<file path="src/rtl/fast_pkg.sv">
// Corner-stream entry format shared by FAST_with_NMS producers and consumers.
package fast_pkg;

    localparam int COORD_W = 10;

    typedef struct packed {
        logic               eof;
        logic [COORD_W-1:0] x;
        logic [COORD_W-1:0] y;
    } corner_entry_t;

    localparam int ENTRY_W = $bits(corner_entry_t);

    function automatic corner_entry_t make_corner(input logic [COORD_W-1:0] x,
                                                  input logic [COORD_W-1:0] y);
        corner_entry_t e;
        e.eof = 1'b0;
        e.x   = x;
        e.y   = y;
        return e;
    endfunction

    function automatic corner_entry_t make_eof();
        corner_entry_t e;
        e     = '0;
        e.eof = 1'b1;
        return e;
    endfunction

endpackage

</file>
<file path="src/rtl/fast_corner_collector_if.sv">
// Corner capture inputs plus the valid/ready readout stream of the collector.
interface fast_corner_collector_if #(
    parameter int COORD_W = fast_pkg::COORD_W
);
    logic               ce;
    logic               iscorner;
    logic [COORD_W-1:0] x_coord;
    logic [COORD_W-1:0] y_coord;
    logic               frame_end;
    logic               out_valid;
    logic               out_ready;
    logic               out_eof;
    logic [COORD_W-1:0] out_x;
    logic [COORD_W-1:0] out_y;

    modport master (
        output ce, iscorner, x_coord, y_coord, frame_end, out_ready,
        input  out_valid, out_eof, out_x, out_y
    );

    modport slave (
        input  ce, iscorner, x_coord, y_coord, frame_end, out_ready,
        output out_valid, out_eof, out_x, out_y
    );
endinterface

</file>
<file path="src/rtl/fast_sync_fifo.sv">
// Synchronous FIFO with a registered head: one extra cycle from write to rd_valid.
// Full-throughput; a write while full is accepted only together with a read.
module fast_sync_fifo #(
    parameter  int WIDTH = 21,
    parameter  int DEPTH = 64,
    localparam int AW    = $clog2(DEPTH),
    localparam int CW    = AW + 1
) (
    input  logic             clk,
    input  logic             rst,
    input  logic             wr_en,
    input  logic [WIDTH-1:0] wr_data,
    input  logic             rd_en,
    output logic             rd_valid,
    output logic [WIDTH-1:0] rd_data,
    output logic [CW-1:0]    occupancy
);
    logic [WIDTH-1:0] mem_q [DEPTH];
    logic [AW-1:0]    wr_ptr_q, wr_ptr_d, rd_ptr_q, rd_ptr_d;
    logic [CW-1:0]    count_q, count_d, avail;
    logic             valid_q, valid_d;
    logic [WIDTH-1:0] head_q, head_d;
    logic             push, pop;

    // The head register only ever loads entries written at an earlier edge,
    // so the async memory read never sees a same-cycle write.
    always_comb begin
        pop      = rd_en && valid_q;
        push     = wr_en && ((count_q < CW'(DEPTH)) || pop);
        wr_ptr_d = wr_ptr_q + AW'(push);
        rd_ptr_d = rd_ptr_q + AW'(pop);
        count_d  = count_q + CW'(push) - CW'(pop);
        avail    = count_q - CW'(pop);
        valid_d  = (avail != '0);
        head_d   = valid_d ? mem_q[rd_ptr_d] : '0;
    end

    always_ff @(posedge clk) begin
        if (push) begin
            mem_q[wr_ptr_q] <= wr_data;
        end
    end

    always_ff @(posedge clk or posedge rst) begin
        if (rst) begin
            wr_ptr_q <= '0;
            rd_ptr_q <= '0;
            count_q  <= '0;
            valid_q  <= 1'b0;
            head_q   <= '0;
        end else begin
            wr_ptr_q <= wr_ptr_d;
            rd_ptr_q <= rd_ptr_d;
            count_q  <= count_d;
            valid_q  <= valid_d;
            head_q   <= head_d;
        end
    end

    assign rd_valid  = valid_q;
    assign rd_data   = head_q;
    assign occupancy = count_q;

endmodule

</file>
<file path="src/rtl/fast_corner_collector.sv">
// Queues FAST corners and end-of-frame tokens for a valid/ready consumer; head appears
// one cycle after the write. Corners are dropped (and counted) when full or over the cap.
module fast_corner_collector #(
    parameter  int DEPTH       = 64,
    parameter  int COORD_W     = fast_pkg::COORD_W,
    parameter  int MAX_CORNERS = 1023,
    parameter  int CNT_W       = 16,
    localparam int CW          = $clog2(DEPTH) + 1,
    localparam int ENTRY_W     = 1 + 2 * COORD_W
) (
    input  logic                     clk,
    input  logic                     rst,
    fast_corner_collector_if.slave   bus,
    input  logic                     clr_ovf,
    output logic [CNT_W-1:0]         frame_corners,
    output logic [CNT_W-1:0]         drop_count,
    output logic                     overflow
);
    import fast_pkg::*;

    logic [COORD_W-1:0] cx, cy;
    logic [CW-1:0]      occ;
    logic               head_vld;
    logic [ENTRY_W-1:0] head_raw;
    corner_entry_t      head, wr_entry;
    logic               wr_en;

    logic               eof_pend_q, eof_pend_d;
    logic [CNT_W-1:0]   cur_cnt_q, cur_cnt_d;
    logic [CNT_W-1:0]   frame_corners_q, frame_corners_d;
    logic [CNT_W-1:0]   drop_count_q, drop_count_d;
    logic               overflow_q, overflow_d;

    logic               corner_req, corner_push, drop, eof_push;

    assign cx = bus.x_coord;
    assign cy = bus.y_coord;

    // Corners stop one slot short of full so a pending EOF token always has room.
    always_comb begin
        corner_req  = bus.ce && bus.iscorner;
        corner_push = corner_req && (occ <= CW'(DEPTH - 2))
                      && (cur_cnt_q < CNT_W'(MAX_CORNERS));
        drop        = corner_req && !corner_push;
        eof_push    = eof_pend_q && !corner_push && (occ < CW'(DEPTH));
        wr_en       = corner_push || eof_push;
        wr_entry    = corner_push ? make_corner(cx, cy) : make_eof();

        eof_pend_d  = eof_pend_q ? !eof_push : (bus.ce && bus.frame_end);

        cur_cnt_d       = eof_push ? '0 : cur_cnt_q + CNT_W'(corner_push);
        frame_corners_d = eof_push ? cur_cnt_q : frame_corners_q;

        drop_count_d = drop_count_q;
        overflow_d   = overflow_q;
        if (clr_ovf) begin
            drop_count_d = '0;
            overflow_d   = 1'b0;
        end else if (drop) begin
            overflow_d = 1'b1;
            if (drop_count_q != '1) begin
                drop_count_d = drop_count_q + 1'b1;
            end
        end
    end

    always_ff @(posedge clk or posedge rst) begin
        if (rst) begin
            eof_pend_q      <= 1'b0;
            cur_cnt_q       <= '0;
            frame_corners_q <= '0;
            drop_count_q    <= '0;
            overflow_q      <= 1'b0;
        end else begin
            eof_pend_q      <= eof_pend_d;
            cur_cnt_q       <= cur_cnt_d;
            frame_corners_q <= frame_corners_d;
            drop_count_q    <= drop_count_d;
            overflow_q      <= overflow_d;
        end
    end

    fast_sync_fifo #(
        .WIDTH (ENTRY_W),
        .DEPTH (DEPTH)
    ) u_fifo (
        .clk       (clk),
        .rst       (rst),
        .wr_en     (wr_en),
        .wr_data   (wr_entry),
        .rd_en     (bus.out_ready),
        .rd_valid  (head_vld),
        .rd_data   (head_raw),
        .occupancy (occ)
    );

    assign head          = head_raw;
    assign bus.out_valid = head_vld;
    assign bus.out_eof   = head.eof;
    assign bus.out_x     = head.x;
    assign bus.out_y     = head.y;

    assign frame_corners = frame_corners_q;
    assign drop_count    = drop_count_q;
    assign overflow      = overflow_q;

endmodule
</file>
<file path="src/flat_wrapper.sv">
// flat-port wrapper written by rule: the top's interface ports become plain ports
module fast_corner_collector_flat import fast_pkg::*;
#(
    parameter  int DEPTH       = 64,
    parameter  int COORD_W     = fast_pkg::COORD_W,
    parameter  int MAX_CORNERS = 1023,
    parameter  int CNT_W       = 16,
    localparam int CW          = $clog2(DEPTH) + 1,
    localparam int ENTRY_W     = 1 + 2 * COORD_W
)
  (clk, rst, clr_ovf, frame_corners, drop_count, overflow, bus_ce, bus_iscorner, bus_x_coord, bus_y_coord, bus_frame_end, bus_out_ready, bus_out_valid, bus_out_eof, bus_out_x, bus_out_y);
  fast_corner_collector_if #(.COORD_W(COORD_W)) bus_i ();
  input  logic clk;
  input  logic rst;
  input  logic clr_ovf;
  output logic [CNT_W-1:0] frame_corners;
  output logic [CNT_W-1:0] drop_count;
  output logic overflow;
  input wire logic [$bits(bus_i.ce)-1:0] bus_ce;
  input wire logic [$bits(bus_i.iscorner)-1:0] bus_iscorner;
  input wire logic [$bits(bus_i.x_coord)-1:0] bus_x_coord;
  input wire logic [$bits(bus_i.y_coord)-1:0] bus_y_coord;
  input wire logic [$bits(bus_i.frame_end)-1:0] bus_frame_end;
  input wire logic [$bits(bus_i.out_ready)-1:0] bus_out_ready;
  output wire logic [$bits(bus_i.out_valid)-1:0] bus_out_valid;
  output wire logic [$bits(bus_i.out_eof)-1:0] bus_out_eof;
  output wire logic [$bits(bus_i.out_x)-1:0] bus_out_x;
  output wire logic [$bits(bus_i.out_y)-1:0] bus_out_y;
  assign bus_i.ce = bus_ce;
  assign bus_i.iscorner = bus_iscorner;
  assign bus_i.x_coord = bus_x_coord;
  assign bus_i.y_coord = bus_y_coord;
  assign bus_i.frame_end = bus_frame_end;
  assign bus_i.out_ready = bus_out_ready;
  assign bus_out_valid = bus_i.out_valid;
  assign bus_out_eof = bus_i.out_eof;
  assign bus_out_x = bus_i.out_x;
  assign bus_out_y = bus_i.out_y;
  fast_corner_collector #(.DEPTH(DEPTH), .COORD_W(COORD_W), .MAX_CORNERS(MAX_CORNERS), .CNT_W(CNT_W)) u_core (.clk(clk), .rst(rst), .bus(bus_i), .clr_ovf(clr_ovf), .frame_corners(frame_corners), .drop_count(drop_count), .overflow(overflow));
endmodule
</file>
<file path="config.mk">
export PLATFORM = sky130hd
export DESIGN_NAME = fast_corner_collector_flat
export DESIGN_NICKNAME = d
export VERILOG_FILES = /design/src/rtl/fast_pkg.sv /design/src/rtl/fast_corner_collector_if.sv /design/src/rtl/fast_sync_fifo.sv /design/src/rtl/fast_corner_collector.sv /design/src/flat_wrapper.sv
export SDC_FILE = /design/constraint.sdc
export NUM_CORES = 1
export LEC_CHECK = 0
export BUFFER_PORTS_ARGS = -buffer_cell sky130_fd_sc_hd__buf_2
export CORE_ASPECT_RATIO = 1.1
export CORE_UTILIZATION = 56
export CTS_CLUSTER_DIAMETER = 120
export DETAILED_ROUTE_END_ITERATION = 12
export GPL_TIMING_DRIVEN = 0
export PLACE_DENSITY = 0.75
export SLEW_MARGIN = 30
export SYNTH_ARGS = -nofsm -noshare
export SYNTH_HDL_FRONTEND = slang
export SYNTH_SLANG_ARGS = --single-unit
</file>
<file path="constraint.sdc">
create_clock -name clk -period 4.1 [get_ports clk]
set_clock_uncertainty 0.2 [all_clocks]
set_input_delay 0.41 -clock clk [delete_from_list [all_inputs] [get_ports clk]]
set_output_delay 0.41 -clock clk [all_outputs]
set_load 0.01 [all_outputs]
</file>
==> flow_summary.ini <==
[floorplan]
io_pins = 82
core_area_sq_um = 99200
die_w_um = 304
die_h_um = 334
initial_utilization_pct = 56.6
rows = 121
die-area_sq_um = 101000

[sta]
setup_viol = 2
fin_crit_sh_pct = 101
finalHoldViolCount = 0
tightest_slew_ns = 1.02
period_minus_slack_ns = 4.15
drv_slew = 0
slew_headroom_pct = 31.9
timing.setup.tns_ns = -0.0509
layout_setup_ws_ns = -0.0481
fmax_mhz = 241

[pwr]
p_seq_share_pct = 35.7
p_sw_share_pct = 35.2
total_leakage_power_nw = 21.7
power.density_nw_per_um2 = 732
pwr-share-clk_pct = 27.0
p_int_mw = 31.0
p_sw_mw = 16.8
pwr-share-comb_pct = 37.3
ir_drop_v = 0.000665

[setup_path]
cp_common_cell = buf_4
worstSetupPathType = reg2reg
worstSetupStartpointType = flop
cp-end-kind = flop
critical_path_arrival_ns = 4.51
crit_cells = 11
reg2regPathDepth = 11
path_delay_family = buffers and inverters
cp_slowest_cell = ha_1
cp_num_buf_inv = 3
crit_required_ns = 4.46
cp_max_fo = 10
path_cells = and2_1, ha_2, ha_1, buf_4, buf_4, buf_2, mux4_2, mux2i_1, o21ai_0, nand4_1, o22ai_2
slowest_delay_ns = 0.41

[outcome]
status = finished, violations left
violations = negative setup slack

[final_layout]
n_fill_cell = 6055
utilization_pct = 66.0
nNetsFinal = 3109
layout_commonest_cell = edfxtp_1
area_growth_pct = 16.6
multi_input_area_sq_um = 13400
final_cell_mix = 1344 x edfxtp_1, 336 x mux4_2, 145 x clkbuf_16
seqCellArea_sq_um = 42600
drive_above_1_share_pct = 29.7

[synthesis]
yosysSeqAreaShare_pct = 76.0
synth_top_family_by_area = multiplexers
synthMuxAreaShare_pct = 16.1
yosys_warnings = 0
synth_compound_area_share_pct = 2.07
synth-simple-area-share_pct = 3.49
avgSynthCellArea_sq_um = 20.5
netlist_area_sq_um = 56100
synth-adder-area-share_pct = 0.571
ys.flop_type = edfxtp_1
synth_edf_count = 1344
synth_area_leader_cell = edfxtp_1
synth_area_leaders = edfxtp_1 72%, mux4_2 13%, dfrtp_1 4.1%
ys_types = 57
yosysTopAreaCellShare_pct = 71.9
postSynthCellCount = 2739
synth_seq_cells = 1435
async_reset_ff_share_pct = 6.34
synth_nets = 2791
synth-xor-area-share_pct = 0.437

[min_path]
hold_path_class = in2async

[clocking]
clk_path_buf_depth = 3
cts_buffers = 140
insertion_delay_ns = 0.75
path_clk_slew_ns = 0.06
cts_root_buf = clkbuf_16
numClockSinks = 1435
htreeDepth = 4
cts_tree = built

[flow_run]
maxCapViolCount = 0

[drt]
drt-total-wl_um = 140000
vias_per_cell = 6.56
route.vias.total = 29255
wl_per_cell_um = 31.3
drc = 0
first_pass_iters = 5
drt_iter0_drc = 3748
final_antenna_net_count = 0

[global_routing]
antenna_found_initial = 10
grt_pass1_vias = 29561
grt_usage_pct = 28.0
grt_pass1_wl_um = 204000
grt_max_degree = 65
overflow = 0

[placement]
place_congestion = 1.06
dpl.hpwl_um = 89500
numPortBuffers = 80
## metal layers
layer / vias up / routed length [um] / GRT usage, %
li1: 11921 / - / -
met1: 15253 / 53100 / 38.5
met2: 1803 / 67000 / 44.0
met3: 276 / 14800 / 7.00
met4: 2 / 4690 / 10.1
met5: - / 12 / 0
## power groups by stage
| stage | clock network, mW | logic [mW] | registers, mW |
|---|---|---|---|
| 2_1_floorplan | 0 | 10.3 | 17.4 |
| 4_1_cts | 13.0 | 17.3 | 17.1 |
| 3_3_place_gp | 0 | 16.0 | 17.4 |
| 3_5_place_dp | 0 | 16.8 | 17.4 |
| 6_report | 12.9 | 17.8 | 17.1 |
| 5_1_grt | 13.6 | 18.5 | 17.1 |
## synth_stat cells, types with 10 or more instances
master	number
a21oi_1	21
and2_1	25
buf_1	12
buf_2	53
clkbuf_1	84
dfrtp_1	91
edfxtp_1	1344
ha_1	24
inv_1	21
mux2_2	17
mux2i_1	126
mux4_2	336
nand2_1	103
nand3_1	62
nand4_1	51
nor2_1	89
o21ai_0	122
o21ai_1	10
o22ai_1	22
o31ai_1	13
or4_1	11
xnor2_1	12
xor2_1	16
## state kept, by name, indices dropped and copies added, names as in the netlist
register                 cells
u_core.frame_corners        16
u_core.cur_cnt_q            16
u_core.u_fifo.occupancy      7
u_core.u_fifo.wr_ptr_q       6
u_core.u_fifo.mem_q       1344
u_core.u_fifo.rd_ptr_q       6
u_core.u_fifo.rd_valid       1
u_core.overflow              1
u_core.u_fifo.rd_data       21
u_core.eof_pend_q            1
u_core.drop_count           16
## final cells by class
type	instances	share of cell area, %
Inverter	22	0.134
Multi-Input combinational cell	1127	20.5
Clock inverter	82	1.29
Timing Repair Buffer	176	3.52
Antenna cell	2	0.00765
Buffer	155	1.14
Sequential cell	1435	65.2
Tap cell	1291	2.47
Clock buffer	171	5.73
## metrics by stage
stage	hold WS, ns	setup slack (ns)	instance area [sq um]	power, mW	std cells
2_1_floorplan	0.243	0.364	56100	27.7	2739
3_3_place_gp	0.263	-1.43	58100	33.4	4110
3_5_place_dp	0.265	-0.854	60400	34.2	4189
4_1_cts	0.0229	0.0111	65300	47.5	4459
5_1_grt	0.0422	-0.00162	65400	49.2	4459
6_report	0.0438	-0.0481	65400	47.9	4461
## what timing repair did
| action | 4_1_cts | 5_1_grt |
|---|---|---|
| setup endpoints to repair | 163 | 34 |
| gates cloned | 0 | 0 |
| setup buffers | 7 | 0 |
| endpoints found under the hold margin | 115 | 0 |
| gates resized for setup | 54 | 21 |
| pin swaps | 2 | 1 |
| hold buffers | 10 | 0 |
## cell families (layout without fill, tap and decap cells)
group | count (synthesis) | after routing
fa+ha+maj | 25 | 25
xor+xnor | 28 | 28
buf+inv | 177 | 606
compound gates | 206 | 206
simple gates | 389 | 389
other cells | 0 | 2
mux | 479 | 479
flops | 1435 | 1435
## worst paths after layout
kind / from / end / slack, ns
min reg2reg: u_core.u_fifo.rd_ptr_q[5] / u_core.u_fifo.rd_ptr_q[5] / 0.29
max: u_core.u_fifo.rd_valid / u_core.u_fifo.rd_data[5] / -0.05
min: rst / u_core.u_fifo.rd_data[19] / 0.04
max reg2reg: u_core.u_fifo.rd_valid / u_core.u_fifo.rd_data[5] / -0.05
min in group clk: bus_x_coord[0] / u_core.u_fifo.mem_q[55][10] / 0.06
max in group asynchronous: rst / u_core.u_fifo.rd_data[4] / 3.03
## worst min-delay path: stages
cell,delay (ns)
dlygate4sd3_1,0.53
buf_2,0.14
inv_6,0.34
Note: power is estimated with default switching activity, not from simulation.
